==> config.mk <==
export PLATFORM = sky130hd
export DESIGN_NAME = mp_adder_pipe
export DESIGN_NICKNAME = d
export VERILOG_FILES = /design/src/rtl/mp_adder_pipe.sv
export SDC_FILE = /design/constraint.sdc
export NUM_CORES = 1
export LEC_CHECK = 0
export ABC_CLOCK_PERIOD_IN_PS = 2200
export BUFFER_PORTS_ARGS = -buffer_cell sky130_fd_sc_hd__buf_4
export CORE_AREA = 2 2 123 155
export DETAILED_ROUTE_END_ITERATION = 12
export DIE_AREA = 0 0 125 157
export PLACE_DENSITY = 0.79
export SYNTH_ARGS = -nofsm -noshare
export SYNTH_HDL_FRONTEND = slang
export SYNTH_SLANG_ARGS = --single-unit
==> constraint.sdc <==
create_clock -name iClk -period 2.2 [get_ports iClk]
set_clock_uncertainty 0.1 [all_clocks]
set_input_delay 0.44 -clock iClk [delete_from_list [all_inputs] [get_ports iClk]]
set_output_delay 0.44 -clock iClk [all_outputs]
set_load 0.01 [all_outputs]
==> src/rtl/mp_adder_pipe.sv <==
// Two-stage SIMD carry-select adder: 4x12 / 2x24 / 1x48 lanes with valid/ready flow.
// S1 holds per-segment generate/propagate and both pre-sums; S2 resolves lookahead carries.

module mp_adder_seg #(
  parameter int W = 12
) (
  input  logic [W-1:0] a,
  input  logic [W-1:0] b,
  output logic         g,
  output logic         p,
  output logic [W-1:0] sum0,
  output logic [W-1:0] sum1
);
  logic [W:0] full;

  assign full = {1'b0, a} + {1'b0, b};
  assign g    = full[W];
  assign p    = &(a ^ b);
  assign sum0 = full[W-1:0];
  assign sum1 = full[W-1:0] + {{(W-1){1'b0}}, 1'b1};
endmodule

module mp_adder_pipe #(
  parameter int ADDER_WIDTH = 48,
  parameter int SEG_WIDTH   = 12
) (
  input  logic                   iClk,
  input  logic                   iRstn,
  input  logic                   iValid,
  output logic                   oReady,
  input  logic [ADDER_WIDTH-1:0] iA,
  input  logic [ADDER_WIDTH-1:0] iB,
  input  logic                   iC,
  input  logic [1:0]             iMode,
  output logic                   oValid,
  input  logic                   iReady,
  output logic [ADDER_WIDTH-1:0] oSum,
  output logic [3:0]             oC
);
  localparam int NSEG = ADDER_WIDTH / SEG_WIDTH;

  typedef struct packed {
    logic [NSEG-1:0]                g;
    logic [NSEG-1:0]                p;
    logic [NSEG-1:0][SEG_WIDTH-1:0] sum0;
    logic [NSEG-1:0][SEG_WIDTH-1:0] sum1;
    logic                           cin;
    logic [1:0]                     mode;
  } s1_t;

  logic [NSEG-1:0]                seg_g, seg_p;
  logic [NSEG-1:0][SEG_WIDTH-1:0] seg_s0, seg_s1;
  s1_t                            s1_d, s1_q;
  logic [2:1]                     vld_pipe;
  logic                           adv, accept;
  logic [NSEG-1:0][SEG_WIDTH-1:0] sum_d;
  logic [3:0]                     oc_d;
  logic                           c_run, c_nxt;

  for (genvar k = 0; k < NSEG; k++) begin : g_seg
    mp_adder_seg #(.W(SEG_WIDTH)) u_seg (
      .a    (iA[k*SEG_WIDTH +: SEG_WIDTH]),
      .b    (iB[k*SEG_WIDTH +: SEG_WIDTH]),
      .g    (seg_g[k]),
      .p    (seg_p[k]),
      .sum0 (seg_s0[k]),
      .sum1 (seg_s1[k])
    );
  end

  always_comb begin
    s1_d.g    = seg_g;
    s1_d.p    = seg_p;
    s1_d.sum0 = seg_s0;
    s1_d.sum1 = seg_s1;
    s1_d.cin  = iC;
    s1_d.mode = iMode;
  end

  // Lane geometry: mode 00 = every segment is a lane, 01 = pairs, 1x = one lane.
  function automatic logic seg_start(input logic [1:0] m, input int k);
    return (m == 2'b00) || (m == 2'b01 && (k % (NSEG/2)) == 0) || (k == 0);
  endfunction

  function automatic logic seg_end(input logic [1:0] m, input int k);
    return (m == 2'b00) || (m == 2'b01 && ((k + 1) % (NSEG/2)) == 0) || (k == NSEG-1);
  endfunction

  assign adv    = !vld_pipe[2] || iReady;
  assign oReady = !vld_pipe[1] || adv;
  assign accept = iValid && oReady;
  assign oValid = vld_pipe[2];

  always_comb begin
    c_run = s1_q.cin;
    c_nxt = 1'b0;
    sum_d = '0;
    oc_d  = '0;
    for (int k = 0; k < NSEG; k++) begin
      if (seg_start(s1_q.mode, k)) c_run = s1_q.cin;
      sum_d[k] = c_run ? s1_q.sum1[k] : s1_q.sum0[k];
      c_nxt    = s1_q.g[k] | (s1_q.p[k] & c_run);
      if (seg_end(s1_q.mode, k)) oc_d[k] = c_nxt;
      c_run    = c_nxt;
    end
  end

  always_ff @(posedge iClk or negedge iRstn) begin
    if (!iRstn) begin
      vld_pipe <= '0;
      s1_q     <= '0;
      oSum     <= '0;
      oC       <= '0;
    end else begin
      if (accept) s1_q <= s1_d;
      if (accept)   vld_pipe[1] <= 1'b1;
      else if (adv) vld_pipe[1] <= 1'b0;
      if (adv) begin
        vld_pipe[2] <= vld_pipe[1];
        // Bubbles leave the last result on oSum/oC; only real data overwrites.
        if (vld_pipe[1]) begin
          oSum <= sum_d;
          oC   <= oc_d;
        end
      end
    end
  end
endmodule

==> results of run 1 <==
routing by layer:
| layer | wire, um | GRT usage, % | vias up |
|---|---|---|---|
| met1 | 9980 | 29.6 | 4181 |
| met4 | 457 | 7.72 | 0 |
| met3 | 569 | 2.86 | 34 |
| met5 | 0 | 0 | - |
| li1 | - | - | 4243 |
| met2 | 13100 | 44.8 | 174 |
timing repair:
item	CTS	global route
endpoints found under the hold margin	43	0
resized for setup	38	72
setup buffers	15	13
hold buffers	1	0
setup endpoints to repair	20	39
gates cloned	1	0
pin swaps	31	46
flip-flops by register name, summed over array words and instances (netlist names):
register	flops
s1_q	107
vld_pipe	2
oSum	48
oC	4
power breakdown:
part	switching (uW)	leakage [uW]	internal, uW	total (uW)
Clock	1240	0.000278	1610	2850
Combinational	2020	0.00445	2200	4220
Sequential	439	0.00198	3690	4130
metrics by stage:
stage          cells  util, %  instance area (um2)  power, uW
6_report        1597     75.9                13700      11200
5_1_grt         1597     75.9                13700      11900
4_1_cts         1589     73.8                13300      11100
3_5_place_dp    1541     68.8                12400       7990
3_3_place_gp    1541     68.8                12400       7840
2_1_floorplan   1027        -                 9680       6170
final cells by class:
type,count,area [um2]
multi-input combinational,798,5790
fill,1204,4340
inverter,16,60.1
timing repair buffer,362,2960
clock buffer,18,439
clock inverter,14,126
sequential,161,4030
tap,228,285
cell usage in the layout, fill, tap and decap left out, drive strengths merged, types with 21 or more instances in the layout:
cell	count
dfrtp	161
inv	23
xnor2	43
nand3	21
nand2	258
nor2	32
a21oi	32
xor2	27
ha	52
mux2i	49
buf	360
o21ai	119
path summary, 6_finish.rpt:
| check | cells after the start | to | slack (ps) | startpoint |
|---|---|---|---|---|
| max | 11 | s1_q[26] | -330 | iA[12] |
| min | 3 | s1_q[2] | 150 | iC |
| max reg2reg | 9 | oSum[41] | -40 | s1_q[0] |
| min reg2reg | 2 | s1_q[77] | 380 | s1_q[77] |
| max in group asynchronous | 3 | s1_q[58] | 940 | iRstn |
| min in group asynchronous | 2 | s1_q[94] | 430 | iRstn |
logic make-up (layout without fill, tap and decap cells):
family	count (synthesis)	after routing	share of synthesized area [%]
xor gates and xnor gates	70	70	6.65
DFF	161	161	43.2
buffers and inverters	68	410	2.95
adders and majority gates	56	56	7.83
and+or+nand+nor	388	388	18.3
muxes	53	53	5.87
AOI/OAI and AO/OA	231	231	15.2
worst max-delay path: stages:
cell and delay (ps):
buf_6 100, ha_4 160, fa_2 370, a211oi_2 240
o21bai_1 120, o22a_1 180, or4b_1 510, nand3_2 90
nand4_1 100, xnor2_1 150, mux2_4 270
==> run metrics, run 1 <==
status finished, violations left; failing checks negative setup slack; max cap viols 0; CTS tree done; number of flops mapped to enable cells by yosys 0; worst vdd ir 0.650 mV; antenna violations before repair 0; min cycle time layout 2530 ps; worst slack, placed -756 ps; first-pass GRT wire length 39.4 mm; I/O Buffers 156; Post-DRT Antenna Nets 0; Slew Limit Headroom 55.6%; clk_lat worst skew 410 ps; final setup TNS -2260 ps; Slew @ Worst Pin 667 ps; Critical Path AT 2730 ps; worst hold slack 147 ps; Syn Inst Count ~1,000; Setup-failing EPs final 24; number of global-route vias before repair about 8,500; CTS max path bufs 2; GRT overflow 0; Starting Density between 50% and 60%; most frequent cell after synthesis nand2_1; # rows 55; Synth top cells by count nand2_1 (258), dfrtp_1 (161), o21ai_0 (110); drt first-iter violations between 500 and 600; Worst Setup Start Kind primary input; die area 19,600 um2; Worst Setup End Kind flop; Synth cell types 70; critical path class primary input to flop; Fin. Hold Viols 0; Worst Path Required 2400 ps; Die Wd 125 um; Num CTS Buffers 17; max-slew violations 0; Detail Placement HPWL 17.4 mm; Worst Path Max Fanout 2; Die Y 157 um; Synthesized Nets 1,186; PnR worst setup slack -331 ps; Mapped Area 9330 um2; RSZ-0062 raised after global routing true; Area Overhead vs Synth 46.7%; share of cells above drive strength 1 37.4%; YS warnings 0; Initial DRT Pass Iterations 7; aggregate global-route resource usage roughly 24%; ant diodes 0; CTS root buf clkbuf_16; core area 18,000 um2; Via Count 8,632; leading area contributor after synthesis dfrtp_1; nets approximately 1,500; Cell Pwr Density 818 nW/um2; leakage power 0.00671 uW; Worst-path clk slew approximately 70 ps; fraction of registers with async set/reset 100%; predominant post-synthesis flop cell dfrtp_1; fin crit share 115%; CTS sink cnt 161; Seq cells post-synth approximately 160; routed len/inst 15.1 um; syn avg cell area 9.08 um2; H-tree depth 4; DRC 0; top cells by area, synth dfrtp_1 (43%), nand2_1 (10%), ha_1 (7.0%); largest net degree at the start of global routing 60; f_max 395 MHz; num ports 157; drt via density approximately 5.4; Hold WC Path Type primary input to flop; routed wire length 24.1 mm; Seq/Total Area, Yosys a little over two fifths; global placer's final weighted congestion 0.886; Synth top area share between 40% and 50%
(Power assumes the default switching activity.)
==> inputs of run 2 (changes only) <==
--- a/config.mk
+++ b/config.mk
@@ -7,10 +7,10 @@
 export LEC_CHECK = 0
 export ABC_CLOCK_PERIOD_IN_PS = 2200
 export BUFFER_PORTS_ARGS = -buffer_cell sky130_fd_sc_hd__buf_4
-export CORE_AREA = 2 2 123 155
+export CORE_AREA = 2 2 146 183
 export DETAILED_ROUTE_END_ITERATION = 12
-export DIE_AREA = 0 0 125 157
-export PLACE_DENSITY = 0.79
+export DIE_AREA = 0 0 148 185
+export PLACE_DENSITY = 0.6
 export SYNTH_ARGS = -nofsm -noshare
 export SYNTH_HDL_FRONTEND = slang
 export SYNTH_SLANG_ARGS = --single-unit
==> run 2 against run 1 <==
The run still ends with negative setup slack left; die area increased by 40%; setup slack gained 83 ps; sequential power about the same; critical path depth unchanged; largest cell class unchanged; maximum frequency up 3.4%; largest power group unchanged; global-route usage fell by 6.6 points; sequential cell count stayed put; clock power up 5%; sequential share of layout area is essentially flat.
==> run metrics, run 2 (synthesis gave the netlist of run 1 again) <==
Crit path largest cell delay 520 ps (was 510 ps); Post-DRT Antenna Nets 0 (unchanged); status finished, violations left (unchanged); r2r setup slk -20 ps (was -40 ps); min-delay src iC (unchanged); RSZ-0062 raised after global routing true (unchanged); clk_lat worst skew 430 ps (was 410 ps); Worst Setup End Kind flop (unchanged); utilization of the core after routing 53.2% (was 75.9%); H-tree depth 4 (unchanged); Worst-path clk slew 60 ps (was 70 ps); max-slew violations 0 (unchanged); Slew @ Worst Pin 545 ps (was 667 ps); Worst Path Required 2420 ps (was 2400 ps); Most Crowded Layer GR met2 (unchanged); critical path class primary input to flop (unchanged); aggregate global-route resource usage 17.6% (was 24.2%); num ports 157 (unchanged); Worst path slowest cell or4b_1 (unchanged); worst vdd ir 0.333 mV (was 0.650 mV); fin crit share 111% (was 115%); Hold Path Depth 3 (unchanged); PnR Total Power 11,200 uW (about the same); GRT overflow 0 (unchanged); CTS tree done (unchanged); Detail Placement HPWL 17.8 mm (was 17.4 mm); WP buf/inv 1 (unchanged); max reg flops 107 (unchanged); Most flops, register s1_q (unchanged); worst hold slack 114 ps (was 147 ps); share of cells above drive strength 1 36.6% (was 37.4%); CTS max path bufs 2 (unchanged); die area 27,400 um2 (was 19,600 um2); met2 global-route usage 32.0% (was 44.8%); CTS sink cnt 161 (unchanged); drt via density 4.87 (was 5.41); biggest regs s1_q (107), oSum (48), oC (4) (unchanged); cell class contributing the biggest share of worst-path delay simple AND/OR/NAND/NOR gates (unchanged); most frequent cells in the layout buf_4 (328), nand2_1 (251), dfrtp_1 (161), o21ai_0 (81), mux2i_1 (43) (was buf_4 (325), nand2_1 (251), dfrtp_1 (161), o21ai_0 (82), mux2i_1 (45)); Worst Setup Start Kind primary input (unchanged); Critical Path AT 2670 ps (was 2730 ps); leakage power 0.00660 uW (was 0.00671 uW); I/O Buffers 156 (unchanged); # rows 66 (was 55); core area 25,800 um2 (was 18,000 um2); largest net degree at the start of global routing 93 (was 60); Die Wd 148 um (was 125 um); routed len/inst 14.1 um (was 15.1 um); CP cell instances buf_6 -> ha_4 -> fa_2 -> a211oi_2 -> o21bai_1 -> o22a_1 -> or4b_1 -> nand3_2 -> nand4_1 -> xnor2_1 -> mux2_4 (unchanged); min cycle time layout 2450 ps (was 2530 ps); Die Y 185 um (was 157 um); worst slack, placed -760 ps (was -756 ps); Via Count 8,309 (was 8,632); failing checks negative setup slack (unchanged); global placer's final weighted congestion 0.782 (was 0.886); Starting Density 36.2% (was 51.7%); routed wire length 24.0 mm (was 24.1 mm); PnR worst setup slack -248 ps (was -331 ps); first-pass GRT wire length 39.2 mm (was 39.4 mm); antenna violations before repair 0 (unchanged); Area Overhead vs Synth 46.9% (was 46.7%); hold path endpoint s1_q[2] (unchanged); final setup TNS -1410 ps (was -2260 ps); CTS root buf clkbuf_16 (unchanged); Num CTS Buffers 17 (unchanged); Slew Limit Headroom 63.2% (was 55.6%); Hold WC Path Type primary input to flop (unchanged); drt first-iter violations 295 (was 554); nets 1,511 (was 1,515); met1 Track Usage GR 21.2% (was 29.6%); Initial DRT Pass Iterations 4 (was 7); Cell Pwr Density 819 nW/um2 (was 818 nW/um2); f_max 409 MHz (was 395 MHz); Reg2Reg Depth 8 (was 9); commonest non-fill, non-tap cell in the layout buf_4 (unchanged); number of global-route vias before repair 8,225 (was 8,457); Worst Path Max Fanout 2 (unchanged); ant diodes 0 (unchanged); Setup-failing EPs final 15 (was 24); DRC 0 (unchanged); max cap viols 0 (unchanged); R2R Path Start s1_q[0] (unchanged); R2R Path End oSum[37] (was oSum[41]); grt met3 use 3.05% (was 2.86%); Fin. Hold Viols 0 (unchanged)
run 2: metal layers:
layer | up-vias | share of wire, %
met5 | - | 0
li1 | 4223 | -
met1 | 3925 | 43
met2 | 133 | 52
met3 | 28 | 3.0
met4 | 0 | 1.6
run 2: worst max path at each step:
stage | start | to | slack (ps) | cells past startpoint
6_report | iA[12] | s1_q[26] | -250 | 11
5_1_grt | iA[12] | s1_q[26] | -340 | 11
4_1_cts | iA[12] | s1_q[26] | -270 | 11
3_5_place_dp | iA[12] | s1_q[26] | -760 | 12
3_3_place_gp | iA[12] | s1_q[26] | -730 | 11
2_1_floorplan | iA[12] | s1_q[26] | -620 | 10
run 2: power breakdown:
group	internal [uW]	leakage (uW)	switching, uW
clock	1740	0.000280	1250
combinational	2140	0.00434	1990
sequential	3690	0.00198	409
run 2: repair_timing:
action	in CTS	in global routing
endpoints found under the setup margin	21	40
pin swaps	22	43
resized for setup	41	51
buffers inserted	13	11
hold endpoints to repair	35	0
hold buffers	1	0
run 2: area by class of cell:
type | count | area, um2
inverter | 16 | 60.1
fill | 2421 | 12100
multi-input combinational | 798 | 5710
clock inverter | 11 | 128
tap | 340 | 425
timing repair buffer | 358 | 2890
sequential | 161 | 4030
clock buffer | 21 | 460
run 2: worst min-delay path: stages:
cell,delay [ps]
buf_4,80
nand2_1,40
nand2_1,50
run 2: per-stage QoR:
step	instance area [um2]	std cells
after floorplan	9680	1027
after global placement	12600	1653
after detailed placement	12600	1653
after CTS	13400	1697
after global routing	13700	1705
final	13700	1705
==> inputs of run 3 (changes only) <==
--- a/config.mk
+++ b/config.mk
@@ -5,12 +5,13 @@
 export SDC_FILE = /design/constraint.sdc
 export NUM_CORES = 1
 export LEC_CHECK = 0
-export ABC_CLOCK_PERIOD_IN_PS = 2200
+export ABC_CLOCK_PERIOD_IN_PS = 3000
 export BUFFER_PORTS_ARGS = -buffer_cell sky130_fd_sc_hd__buf_4
+export CAP_MARGIN = 20
 export CORE_AREA = 2 2 146 183
 export DETAILED_ROUTE_END_ITERATION = 12
 export DIE_AREA = 0 0 148 185
-export PLACE_DENSITY = 0.6
+export PLACE_DENSITY = 0.58
 export SYNTH_ARGS = -nofsm -noshare
 export SYNTH_HDL_FRONTEND = slang
 export SYNTH_SLANG_ARGS = --single-unit
==> constraint.sdc (replaced) <==
create_clock -name iClk -period 3 [get_ports iClk]
set_clock_uncertainty 0.1 [all_clocks]
set_input_delay 0.6 -clock iClk [delete_from_list [all_inputs] [get_ports iClk]]
set_output_delay 0.6 -clock iClk [all_outputs]
set_load 0.01 [all_outputs]
==> run 3 against run 2 <==
The run now ends clean; via count down 5.7%; global-route usage shrank 0.69 points; sequential cell count unchanged; core utilization down 6.3 points; hold slack worse by 64 ps; non-clock buffer count decreased by 110; combinational power down 40%; critical endpoint is now s1_q[37]; highest routed layer unchanged.
==> run metrics, run 3 (synthesis gave the netlist of run 1 again) <==
placed cell area 11,500 um2 (was 12,600 um2); max-slew violations 0 (unchanged); drt via density 4.91 (was 4.87); Fin. Hold Viols 0 (unchanged); Detail Placement HPWL 16.9 mm (was 17.8 mm); Worst-path clk slew 70 ps (was 60 ps); number of global-route vias before repair 7,813 (was 8,225); Slew Limit Headroom 44.7% (was 63.2%); cts hold-fix bufs 0 (was 1); Worst Setup End Kind flop (unchanged); Die Wd 148 um (unchanged); Worst Setup Start Kind primary input (unchanged); Critical path origin iA[24] (was iA[12]); aggregate global-route resource usage 17.0% (was 17.6%); min cycle time layout 2760 ps; routed wire length 22.4 mm (was 24.0 mm); # rows 66 (unchanged); CTS tree done (unchanged); fill cell count 2,550 (was 2,421); Switching Fraction 33.6% (was 32.5%); Hold WC Path Type primary input to async pin (was primary input to flop); antenna violations before repair 0 (unchanged); Starting Density 36.2% (unchanged); biggest regs s1_q (107), oSum (48), oC (4) (unchanged); critical path class primary input to flop (unchanged); die area 27,400 um2 (unchanged); PnR Total Power 7730 uW (was 11,200 uW); r2r setup slk 460 ps (was -20 ps); CTS root buf clkbuf_16 (unchanged); Reg2Reg Depth 8 (unchanged); Initial DRT Pass Iterations 4 (unchanged); R2R Path End oSum[44] (was oSum[37]); power share of the sequential group 38.9% (was 36.6%); Pint 5130 uW (was 7580 uW); drt first-iter violations 295 (unchanged); core area 25,800 um2 (unchanged); f_max 362 MHz; max reg flops 107 (unchanged); Worst Path Required 3210 ps (was 2420 ps); Most flops, register s1_q (unchanged); Post-CTS Repair Setup Buffers 0 (was 13); max cap viols 0 (unchanged); net switching power figure 2600 uW (was 3650 uW); most frequent cells in the layout nand2_1 (256), buf_4 (245), dfrtp_1 (161), o21ai_0 (110), ha_1 (51) (was buf_4 (328), nand2_1 (251), dfrtp_1 (161), o21ai_0 (81), mux2i_1 (43)); fin cells 1,595 (was 1,705); GRT overflow 0 (unchanged); Worst Path Max Fanout 4 (was 2); Critical Path AT 2980 ps (was 2670 ps); largest net degree at the start of global routing 91 (was 93); fin crit share 92.0%; Area Overhead vs Synth 29.5% (was 46.9%); Slew @ Worst Pin 829 ps (was 545 ps); Setup-failing EPs final 0 (was 15); nets 1,401 (was 1,511); post-CTS resize count 0 (was 41); Via Count 7,839 (was 8,309); Die Y 185 um (unchanged); H-tree depth 4 (unchanged); PnR worst setup slack 239 ps (was -248 ps); utilization of the core after routing 46.9% (was 53.2%); worst vdd ir 0.285 mV (was 0.333 mV); ant diodes 0 (unchanged); RSZ-0062 raised after global routing false (was true); first-pass GRT wire length 37.8 mm (was 39.2 mm); Finished Cell Area 12,100 um2 (was 13,700 um2); DRC 0 (unchanged); CTS max path bufs 2 (unchanged); clk_lat worst skew 440 ps (was 430 ps); global placer's final weighted congestion 0.821 (was 0.782); R2R Path Start s1_q[1] (was s1_q[0]); commonest non-fill, non-tap cell in the layout nand2_1 (was buf_4); Num CTS Buffers 17 (unchanged); num ports 157 (unchanged); Cell Pwr Density 640 nW/um2 (was 819 nW/um2); Post-DRT Antenna Nets 0 (unchanged); status finished, final reports clean (was finished, violations left); CTS sink cnt 161 (unchanged); worst slack, placed -251 ps (was -760 ps); Clock power frac 28.9% (was 26.6%); leakage power 0.00588 uW (was 0.00660 uW); I/O Buffers 156 (unchanged); share of cells above drive strength 1 24.3% (was 36.6%); DP Cell Count 1,563 (was 1,653); Logic pwr share 32.2% (was 36.8%); routed len/inst 14.1 um (about the same)
-- run 3: stage by stage --
stage	hold slack [ps]	TNS (ps)
floorplan	204	0
CTS	60.4	0
finish	49.6	0
detailed placement	361	-1050
global route	88.5	0
global placement	353	-666
-- run 3: layer usage --
metal	wire [um]	global-route usage (%)	up-vias
met5	0	0	-
met3	751	2.81	22
met1	10100	21.3	3673
met4	296	4.42	0
li1	-	-	4001
met2	11300	30.2	143
-- run 3: power by group through the flow --
stage	logic (uW)	registers, uW	clock network [uW]
final	2490	3010	2230
after global routing	2800	3080	2360
after CTS	2540	3020	2290
after detailed placement	2530	3060	0
after global placement	2510	3040	0
after floorplan	1350	3080	0
-- run 3: area by class of cell --
type | count | area, um2 | area share [%]
clock buffer | 17 | 425 | 3.52
clock inverter | 15 | 184 | 1.52
inverter | 16 | 60.1 | 0.497
multi-input combinational | 798 | 5070 | 42.0
sequential | 161 | 4030 | 33.3
tap | 340 | 425 | 3.52
timing repair buffer | 248 | 1890 | 15.6
-- run 3: worst max-delay path by stage --
stage	to
after global routing	s1_q[50]
after detailed placement	s1_q[105]
after global placement	s1_q[105]
final	s1_q[37]
after floorplan	s1_q[26]
after CTS	s1_q[105]
-- run 3: critical path, stage by stage --
cell and delay, ps:
buf_4 110, ha_1 220, fa_1 440, a31o_2 290
xor2_2 170, nand3_2 130, or3_4 420, nor4_1 370
xnor2_1 160, o21ai_1 70
